$ cat config.mk
export PLATFORM = sky130hd
export DESIGN_NAME = regfile_wb_arb
export DESIGN_NICKNAME = d
export VERILOG_FILES = /design/src/rtl/cpu_wb_pkg.sv /design/src/rtl/wb_fifo.sv /design/src/rtl/regfile_wb_arb.sv
export SDC_FILE = /design/constraint.sdc
export NUM_CORES = 1
export LEC_CHECK = 0
export ABC_AREA = 1
export BUFFER_PORTS_ARGS = -buffer_cell sky130_fd_sc_hd__buf_4
export CAP_MARGIN = 10
export CORE_AREA = 5 5 156 158
export DETAILED_ROUTE_END_ITERATION = 16
export DIE_AREA = 0 0 161 163
export GPL_ROUTABILITY_DRIVEN = 1
export PLACE_DENSITY = 0.67
export SLEW_MARGIN = 10
export SYNTH_ARGS = -nofsm -noshare
export SYNTH_HDL_FRONTEND = slang
export SYNTH_SLANG_ARGS = --single-unit
$ cat constraint.sdc
create_clock -name clk -period 2.6 [get_ports clk]
set_input_delay 0.52 -clock clk [delete_from_list [all_inputs] [get_ports clk]]
set_output_delay 0.52 -clock clk [all_outputs]
set_load 0.03 [all_outputs]
$ cat src/rtl/cpu_wb_pkg.sv
// Shared write-back types and register-file constants for the core's write-back path.
package cpu_wb_pkg;

    typedef struct packed {
        logic [4:0]  wa;
        logic [31:0] wd;
    } wb_req_t;

    localparam logic [4:0] REG_ZERO  = 5'd0;
    localparam int         REG_COUNT = 32;

endpackage

$ cat src/rtl/wb_fifo.sv
// Small power-of-2 FIFO of write-back requests; pointers and occupancy count reset asynchronously.
module wb_fifo
    import cpu_wb_pkg::*;
#(
    parameter int DEPTH = 4
) (
    input  logic    clk,
    input  logic    reset,
    input  logic    push,
    input  logic    pop,
    input  wb_req_t din,
    output wb_req_t dout,
    output logic    full,
    output logic    empty
);

    localparam int AW = $clog2(DEPTH);

    wb_req_t        mem [DEPTH];
    logic [AW-1:0]  wr_ptr;
    logic [AW-1:0]  rd_ptr;
    logic [AW:0]    count;
    logic           do_push;
    logic           do_pop;

    assign full    = (count == (AW+1)'(DEPTH));
    assign empty   = (count == '0);
    assign do_push = push && !full;
    assign do_pop  = pop && !empty;
    assign dout    = mem[rd_ptr];

    always_ff @(posedge clk or posedge reset) begin
        if (reset) begin
            wr_ptr <= '0;
            rd_ptr <= '0;
            count  <= '0;
        end else begin
            // DEPTH is a power of 2, so natural pointer overflow wraps modulo DEPTH.
            if (do_push) wr_ptr <= wr_ptr + 1'b1;
            if (do_pop)  rd_ptr <= rd_ptr + 1'b1;
            case ({do_push, do_pop})
                2'b10:   count <= count + 1'b1;
                2'b01:   count <= count - 1'b1;
                default: ;
            endcase
        end
    end

    always_ff @(posedge clk) begin
        if (do_push) mem[wr_ptr] <= din;
    end

endmodule

$ cat src/rtl/regfile_wb_arb.sv
// Register-file write-port arbiter: pipeline write-back vs. buffered long-latency results,
// with pending-destination scoreboard. Optional direct path via REGFILE_WB_ARB_BYPASS_EN.
module regfile_wb_arb
    import cpu_wb_pkg::*;
#(
    parameter int DEPTH      = 4,
    parameter int STARVE_MAX = 8
) (
    input  logic        clk,
    input  logic        reset,
    input  logic        pipe_we,
    input  logic [4:0]  pipe_wa,
    input  logic [31:0] pipe_wd,
    input  logic        lu_issue,
    input  logic [4:0]  lu_issue_wa,
    input  logic        lu_valid,
    input  logic [4:0]  lu_wa,
    input  logic [31:0] lu_wd,
    output logic        lu_ready,
    output logic        we3,
    output logic [4:0]  wa3,
    output logic [31:0] wd3,
    output logic [31:0] busy,
    output logic        stall_req,
    output logic        proto_err
);

    localparam int              CW   = $clog2(STARVE_MAX + 1);
    localparam logic [CW-1:0]   SMAX = CW'(STARVE_MAX);

    logic                 pipe_live;
    logic                 fifo_full;
    logic                 fifo_empty;
    logic                 push;
    logic                 pop;
    logic                 bypass;
    wb_req_t              lu_req;
    wb_req_t              head;
    logic [CW-1:0]        starve_cnt;
    logic [CW-1:0]        starve_next;
    logic [REG_COUNT-1:0] busy_next;

    assign pipe_live = pipe_we && (pipe_wa != REG_ZERO);
    assign lu_req    = '{wa: lu_wa, wd: lu_wd};
    assign lu_ready  = !fifo_full;

`ifdef REGFILE_WB_ARB_BYPASS_EN
    assign bypass = fifo_empty && !stall_req && !pipe_live && lu_valid && (lu_wa != REG_ZERO);
`else
    assign bypass = 1'b0;
`endif

    // r0 results are accepted but never stored; bypassed results skip the FIFO.
    assign push = lu_valid && lu_ready && (lu_wa != REG_ZERO) && !bypass;
    // A live pipe request always takes the port, even under stall_req, so nothing is lost.
    assign pop  = !fifo_empty && !pipe_live;

    wb_fifo #(.DEPTH(DEPTH)) u_fifo (
        .clk   (clk),
        .reset (reset),
        .push  (push),
        .pop   (pop),
        .din   (lu_req),
        .dout  (head),
        .full  (fifo_full),
        .empty (fifo_empty)
    );

    always_comb begin
        starve_next = starve_cnt;
        if (pop || fifo_empty)
            starve_next = '0;
        else if (starve_cnt != SMAX)
            starve_next = starve_cnt + 1'b1;
    end

    always_comb begin
        busy_next = busy;
        if (pop)
            busy_next[head.wa] = 1'b0;
        else if (bypass)
            busy_next[lu_wa] = 1'b0;
        if (lu_issue && (lu_issue_wa != REG_ZERO))
            busy_next[lu_issue_wa] = 1'b1;
        busy_next[0] = 1'b0;
    end

    always_ff @(posedge clk or posedge reset) begin
        if (reset) begin
            we3        <= 1'b0;
            wa3        <= '0;
            wd3        <= '0;
            busy       <= '0;
            starve_cnt <= '0;
            stall_req  <= 1'b0;
            proto_err  <= 1'b0;
        end else begin
            busy       <= busy_next;
            starve_cnt <= starve_next;
            stall_req  <= (starve_next == SMAX);
            if (pipe_live && (stall_req || busy[pipe_wa]))
                proto_err <= 1'b1;
            if (pipe_live) begin
                we3 <= 1'b1;
                wa3 <= pipe_wa;
                wd3 <= pipe_wd;
            end else if (pop) begin
                we3 <= 1'b1;
                wa3 <= head.wa;
                wd3 <= head.wd;
            end else if (bypass) begin
                we3 <= 1'b1;
                wa3 <= lu_wa;
                wd3 <= lu_wd;
            end else begin
                we3 <= 1'b0;
            end
        end
    end

endmodule

* Yosys cells after proc, flatten, opt, wreduce, memory -nomap -nowiden
Memory sizes are Yosys's and may differ from the RTL's. Index checks and enable logic that the tools add are counted.
Storage, ports and cells: register bits 82, memory bits (writable) 148, output and inout port bits 73, logic and storage cells 69, memories 1
Memory list:
- u_fifo.mem | words 4, width 37, read ports 1, clocked after Yosys merged registers in 0, wr ports 1, RTL line wb_fifo.sv:19 | wb_req_t mem [DEPTH];
Cells by class: add/subtract/negate cells 5, $lt $le $gt $ge 5, equal/unequal tests 5, mux-type cells 19, bitwise operators 3, reduce and logical (&&, ||, !) cells 21
Operator list (count):
- $mux W32 | 4
- $and A32 B32 Y32 | 1
- $not A32 Y32 | 1
- $or A32 B32 Y32 | 1
- $lt A5 B6 Y1 const B | 3
- $reduce_bool A5 Y1 | 3
- $demux W1 S5 | 2
- $ge A5 B1 Y1 const B | 2
- $logic_and A1 B1 Y1 | 10
- $mux W5 | 2
- $mux W4 | 2
- $mux W1 | 7
- $pmux W3 S2 | 1
- $bmux W1 S5 | 1
- $add A2 B1 Y2 const B | 2
- $add A4 B1 Y4 const B | 1
- $eq A4 B4 Y1 const B | 1
- $ne A4 B4 Y1 const B | 1
- $reduce_bool A2 Y1 | 2
- $add A3 B1 Y3 const B | 1
- $eq A3 B3 Y1 const B | 1
- $logic_not A1 Y1 | 3
- $logic_not A3 Y1 | 1
- $sub A3 B1 Y3 const B | 1
- other kinds (3) | 4

* Logic depth before layout (Yosys ltp)
An unclocked memory read counts as a cell.
depth in word-level cells 10, mapped depth 12, gate-level depth less buffers 11

* By module
A second synthesis with hierarchy kept.
Unflattened totals: cell total of the unflattened synthesis 969, area, all modules 10152.2 um^2
By module, submodules not included:
- wb_fifo | times used 1, cells each 494, area an instance 6348.6 um^2, sequential area each 4619.4 um^2
- regfile_wb_arb | times used 1, cells each 475, area an instance 3803.6 um^2, sequential area each 1876.8 um^2

* Least setup slack after synthesis
OpenSTA, ideal clock, no wires.
path type register to register, from reg u_fifo.count[1], to mem u_fifo.mem[0][0] (netlist bit), enable pin, library setup time 0.431 ns, arrival 2.668 ns, slack -0.499 ns, cell stages (with the launch flop) 5, buffers on the path 0, period minus slack after synthesis 3.099 ns, cell sequence dfrtp_1 -> inv_1 -> nand3_1 -> nand3_1 -> nor2_1
On the way: word-level cells in the longest chain between the ends 7
Ends and longest elaborated chain:
- start, declared | RTL line wb_fifo.sv:22 | logic [AW:0] count;
- start signal, assigned | RTL line wb_fifo.sv:42 | 2'b10: count <= count + 1'b1;
- start signal, assigned | RTL line wb_fifo.sv:43 | 2'b01: count <= count - 1'b1;
- $eq A3 B3 Y1 (*) | RTL line wb_fifo.sv:26 | assign full = (count == (AW+1)'(DEPTH));
- $logic_not A1 Y1 (*) | RTL line regfile_wb_arb.sv:45 | assign lu_ready = !fifo_full;
- via lu_ready | RTL line regfile_wb_arb.sv:19 | output logic lu_ready,
- $logic_and A1 B1 Y1 (2 in series) | RTL line regfile_wb_arb.sv:54 | assign push = lu_valid && lu_ready && (lu_wa != REG_ZERO) && !bypass;
- $logic_and A1 B1 Y1 (*) | RTL line wb_fifo.sv:28 | assign do_push = push && !full;
- $mux W1 (*) | RTL line wb_fifo.sv:50 | if (do_push) mem[wr_ptr] <= din;
- $mux W1 (not written as such) (*) | RTL line wb_fifo.sv:50
- end, declared | RTL line wb_fifo.sv:19
The timed path passes the listed nets; every way through them passes the cells marked *.

* Final worst setup path
from reg u_fifo.count[1], to mem u_fifo.mem[1][33] (netlist bit), enable pin
On the way: word-level cells in the longest chain between the ends 7
Ends and longest elaborated chain (RTL line):
- $eq A3 B3 Y1 (*) | wb_fifo.sv:26
- $logic_not A1 Y1 (*) | wb_fifo.sv:28, regfile_wb_arb.sv:45
- $logic_and A1 B1 Y1 (2 in series) | regfile_wb_arb.sv:54
- $logic_and A1 B1 Y1 (*) | wb_fifo.sv:28
- $mux W1 (*) | wb_fifo.sv:50
- $mux W1 (not written as such) (*) | wb_fifo.sv:50
Mark *: on every way between the ends. The rest lies on a longest branch, timed or not.

==> run_summary.xml <==
<?xml version="1.0" encoding="UTF-8"?>
<metrics>
  <group name="worst_setup_path">
    <metric name="cp_cell_sequence" unit="">inv_1, nand3_1, nand3_1, buf_4, nor2_4, buf_4</metric>
    <metric name="critPathArrivalTime" unit="ns">2.60</metric>
    <metric name="critPathTopFamily" unit="">simple AND/OR/NAND/NOR gates</metric>
    <metric name="worst_path_max_delay_cell" unit="">nor2_4</metric>
    <metric name="cp_num_buf_inv" unit="">3</metric>
    <metric name="critPathKind" unit="">reg2reg</metric>
    <metric name="crit_fanout" unit="">32</metric>
    <metric name="critical_path.endpoint_type" unit="">flop</metric>
    <metric name="critPathLaunchType" unit="">flop</metric>
    <metric name="max_stage_delay" unit="ns">0.81</metric>
    <metric name="worstPathRequired" unit="ns">2.84</metric>
  </group>
  <group name="route">
    <metric name="detailedRoute.firstPassIterationCount" unit="">5</metric>
    <metric name="vias_per_cell" unit="">5.13</metric>
    <metric name="routed_wire_length_per_instance" unit="um">17.6</metric>
    <metric name="drtIter0Drc" unit="">562</metric>
    <metric name="routed_wl" unit="um">24300</metric>
    <metric name="ant_nets" unit="">0</metric>
    <metric name="routed-via-count" unit="">7058</metric>
    <metric name="detail_route.drc_violations" unit="">0</metric>
  </group>
  <group name="power">
    <metric name="power_density" unit="nW/um2">1220</metric>
    <metric name="power_report.internal_total" unit="W">0.00899</metric>
    <metric name="maximum_resistive_drop_on_vdd" unit="mV">0.597</metric>
    <metric name="power_frac_seq" unit="%">37.5</metric>
    <metric name="switchingPower" unit="W">0.00574</metric>
    <metric name="power.share.combinational" unit="%">37.7</metric>
    <metric name="clock_power_share" unit="%">24.8</metric>
    <metric name="p_leak" unit="nW">5.00</metric>
    <metric name="p_sw_share" unit="%">39.0</metric>
  </group>
  <group name="clock_network">
    <metric name="clk_pin_slew_worst_paths" unit="ns">0.06</metric>
    <metric name="tritoncts" unit="">yes</metric>
    <metric name="cts_hold_buffers" unit="">0</metric>
    <metric name="worst_skew_pair.late_latency" unit="ns">0.53</metric>
    <metric name="tritoncts.num_buffers" unit="">25</metric>
    <metric name="cts-root-buf" unit="">clkbuf_16</metric>
    <metric name="htree_depth" unit="">1</metric>
    <metric name="cts_post_setup_buffers_inserted" unit="">0</metric>
    <metric name="cts_repair_resize_count" unit="">0</metric>
    <metric name="ctsLongestPathBuffers" unit="">3</metric>
    <metric name="numClockSinks" unit="">230</metric>
  </group>
  <group name="synth">
    <metric name="proportion_of_synthesized_area_in_mux_cells" unit="%">0</metric>
    <metric name="synthesis.area_per_instance" unit="um2">10.7</metric>
    <metric name="yosysWarningCount" unit="">0</metric>
    <metric name="netlist-cell-type-count" unit="">35</metric>
    <metric name="synth.yosys.seq_area_share" unit="%">67.3</metric>
    <metric name="synth_compound_gate_area_share" unit="%">11.5</metric>
    <metric name="synth-xor-area-share" unit="%">0.544</metric>
    <metric name="synthesis.nets" unit="">996</metric>
    <metric name="synth_simple_gate_area_share" unit="%">15.1</metric>
    <metric name="synth_seq_cells" unit="">230</metric>
    <metric name="combinational_family_with_the_most_area_after_synthesis" unit="">simple AND/OR/NAND/NOR gates</metric>
    <metric name="mappedNetlistArea" unit="um2">9660</metric>
    <metric name="synth_adder_area_share" unit="%">1.11</metric>
    <metric name="syn-instance-count" unit="">904</metric>
  </group>
  <group name="place">
    <metric name="globalplace.congestion" unit="">0.862</metric>
    <metric name="dpl_worst_slack" unit="ns">0.0647</metric>
    <metric name="place.port_buffers" unit="">155</metric>
    <metric name="post-dp-hpwl" unit="um">16200</metric>
  </group>
  <group name="sta">
    <metric name="final_hold_viols" unit="">0</metric>
    <metric name="unrepaired_setup_endpoints_after_global_routing" unit="">false</metric>
    <metric name="period_minus_slack" unit="ns">2.36</metric>
    <metric name="setup-violations-final" unit="">0</metric>
    <metric name="timing_max_transition_violations_final" unit="">0</metric>
    <metric name="slew_headroom" unit="%">27.4</metric>
    <metric name="layout_worst_path_cycle_share" unit="%">90.9</metric>
    <metric name="fmax" unit="GHz">0.423</metric>
    <metric name="setup_tns" unit="ns">0</metric>
    <metric name="worst_clock_skew" unit="ns">0.0157</metric>
    <metric name="setup_ws_final" unit="ns">0.237</metric>
    <metric name="timing_worst_slew_pin_value" unit="ns">1.09</metric>
  </group>
  <group name="status">
    <metric name="status" unit="">complete, no violations</metric>
  </group>
  <group name="floorplanning">
    <metric name="initial_utilization" unit="%">42.0</metric>
    <metric name="core_region_area" unit="um2">23000</metric>
    <metric name="die-width" unit="um">161</metric>
    <metric name="floorplan_row_count" unit="">56</metric>
    <metric name="boundaryPins" unit="">157</metric>
    <metric name="die_y" unit="um">163</metric>
    <metric name="floorplan.die_area" unit="um2">26200</metric>
  </group>
  <group name="global_route">
    <metric name="grt_pass1_wl" unit="um">38000</metric>
    <metric name="grt_start_max_net_pins" unit="">45</metric>
    <metric name="antenna_found_initial" unit="">0</metric>
    <metric name="grt.met2_usage" unit="%">30.6</metric>
    <metric name="top_usage_layer" unit="">met2</metric>
    <metric name="grtUsageMet1" unit="%">24.4</metric>
    <metric name="gr-usage-met3" unit="%">4.13</metric>
    <metric name="gr-total-overflow" unit="">0</metric>
    <metric name="grtUsageTotal" unit="%">18.1</metric>
    <metric name="grt_pass1_vias" unit="">7039</metric>
  </group>
  <group name="flow_run">
    <metric name="drv_cap" unit="">0</metric>
  </group>
  <group name="final_layout">
    <metric name="final_nets" unit="">1160</metric>
    <metric name="number_of_diodes" unit="">0</metric>
    <metric name="layout-area-overhead-vs-synth" unit="%">24.8</metric>
    <metric name="postLayoutCoreUtil" unit="%">52.5</metric>
    <metric name="layout-drive-gt1-share" unit="%">23.5</metric>
  </group>
  <group name="worst_hold_path">
    <metric name="type_of_the_worst_min_delay_path" unit="">in2async</metric>
  </group>
</metrics>
[state kept, by name, indices dropped and copies added, names as in the netlist]
name	count
wa3	5
u_fifo.wr_ptr	2
u_fifo.count	3
proto_err	1
we3	1
u_fifo.mem	148
wd3	32
starve_cnt	4
busy	31
u_fifo.rd_ptr	2
stall_req	1
[final cells by class]
| cell class | instances | area [um2] |
|---|---|---|
| Fill cell | 2012 | 10900 |
| Sequential cell | 230 | 6500 |
| Multi-Input combinational cell | 573 | 2760 |
| Timing Repair Buffer | 178 | 1340 |
| Clock buffer | 31 | 698 |
| Tap cell | 290 | 363 |
| Inverter | 60 | 231 |
| Clock inverter | 15 | 169 |
[synthesized netlist by cell type (all sizes together)]
| library cell | count | area [um2] |
|---|---|---|
| nand2 | 182 | 708 |
| edfxtp | 148 | 4440 |
| o21ai | 131 | 656 |
| nor2 | 113 | 434 |
| dfrtp | 82 | 2050 |
| inv | 59 | 224 |
| nand3 | 42 | 230 |
| a21oi | 39 | 203 |
| o22ai | 32 | 200 |
| buf | 24 | 136 |
| clkbuf | 17 | 65.1 |
| nor3 | 13 | 81.3 |
| ha | 7 | 87.6 |
| o221ai | 4 | 35.0 |
| xnor2 | 3 | 26.3 |
| xor2 | 3 | 26.3 |
| a32oi | 1 | 16.3 |
| clkinv | 1 | 3.75 |
| conb | 1 | 3.75 |
| fa | 1 | 20.0 |
| or2 | 1 | 6.26 |
[power by group through the flow]
stage               logic, W  clock network [W]  registers, W
floorplan            0.00260                  0       0.00649
global placement     0.00552                  0       0.00557
detailed placement   0.00560                  0       0.00558
CTS                  0.00561            0.00372       0.00552
global route         0.00606            0.00387       0.00562
finish               0.00556            0.00365       0.00552
[metal layers]
layer  part of all wire, %  vias to the layer above
li1                      -                     3428
met1                    44                     3422
met2                    49                      186
met3                   5.7                       22
met4                   1.2                        0
met5                     0                        -
[placed cells by master, fill, tap and decap left out, drive strengths merged, types with 13 or more instances in the layout]
master | netlist | layout
nand2 | 182 | 182
o22ai | 32 | 32
clkbuf | 17 | 31
inv | 59 | 60
o21ai | 131 | 131
nor3 | 13 | 13
edfxtp | 148 | 148
nand3 | 42 | 42
dfrtp | 82 | 82
nor2 | 113 | 113
buf | 24 | 178
a21oi | 39 | 39
[per-stage QoR]
step / instance area [um2] / hold slack (ns) / cells / total power [W]
after floorplan: 9660 / 0.519 / 904 / 0.00909
after global placement: 11200 / 0.462 / 1331 / 0.0111
after detailed placement: 11200 / 0.472 / 1331 / 0.0112
after CTS: 12100 / 0.0985 / 1377 / 0.0149
after global routing: 12100 / 0.118 / 1377 / 0.0156
final: 12100 / 0.0832 / 1377 / 0.0147
[cell families after synthesis]
kind of cell,Yosys count
compound gates,207
buf+inv,101
xor+xnor,6
other cells,1
simple gates,351
fa+ha+maj,8
flops,230
[worst reg2reg max path, stage by stage (launching register included)]
cell and delay, ns:
dfrtp_1 0.43, inv_1 0.10, nand3_1 0.13, nand3_1 0.14
buf_4 0.17, nor2_4 0.81, buf_4 0.32
[path summary, 6_finish.rpt]
path / from / to / slack (ns) / cells past startpoint
max: u_fifo.count[1] / u_fifo.mem[1][33] / 0.24 / 6
min: reset / u_fifo.wr_ptr[1] / 0.08 / 2
max reg2reg: u_fifo.count[1] / u_fifo.mem[1][33] / 0.24 / 6
min reg2reg: proto_err / proto_err / 0.48 / 2
max in group asynchronous: reset / busy[22] / 1.81 / 3
min in group clk: lu_wd[24] / u_fifo.mem[3][24] / 0.19 / 1
(Power assumes the default switching activity.)
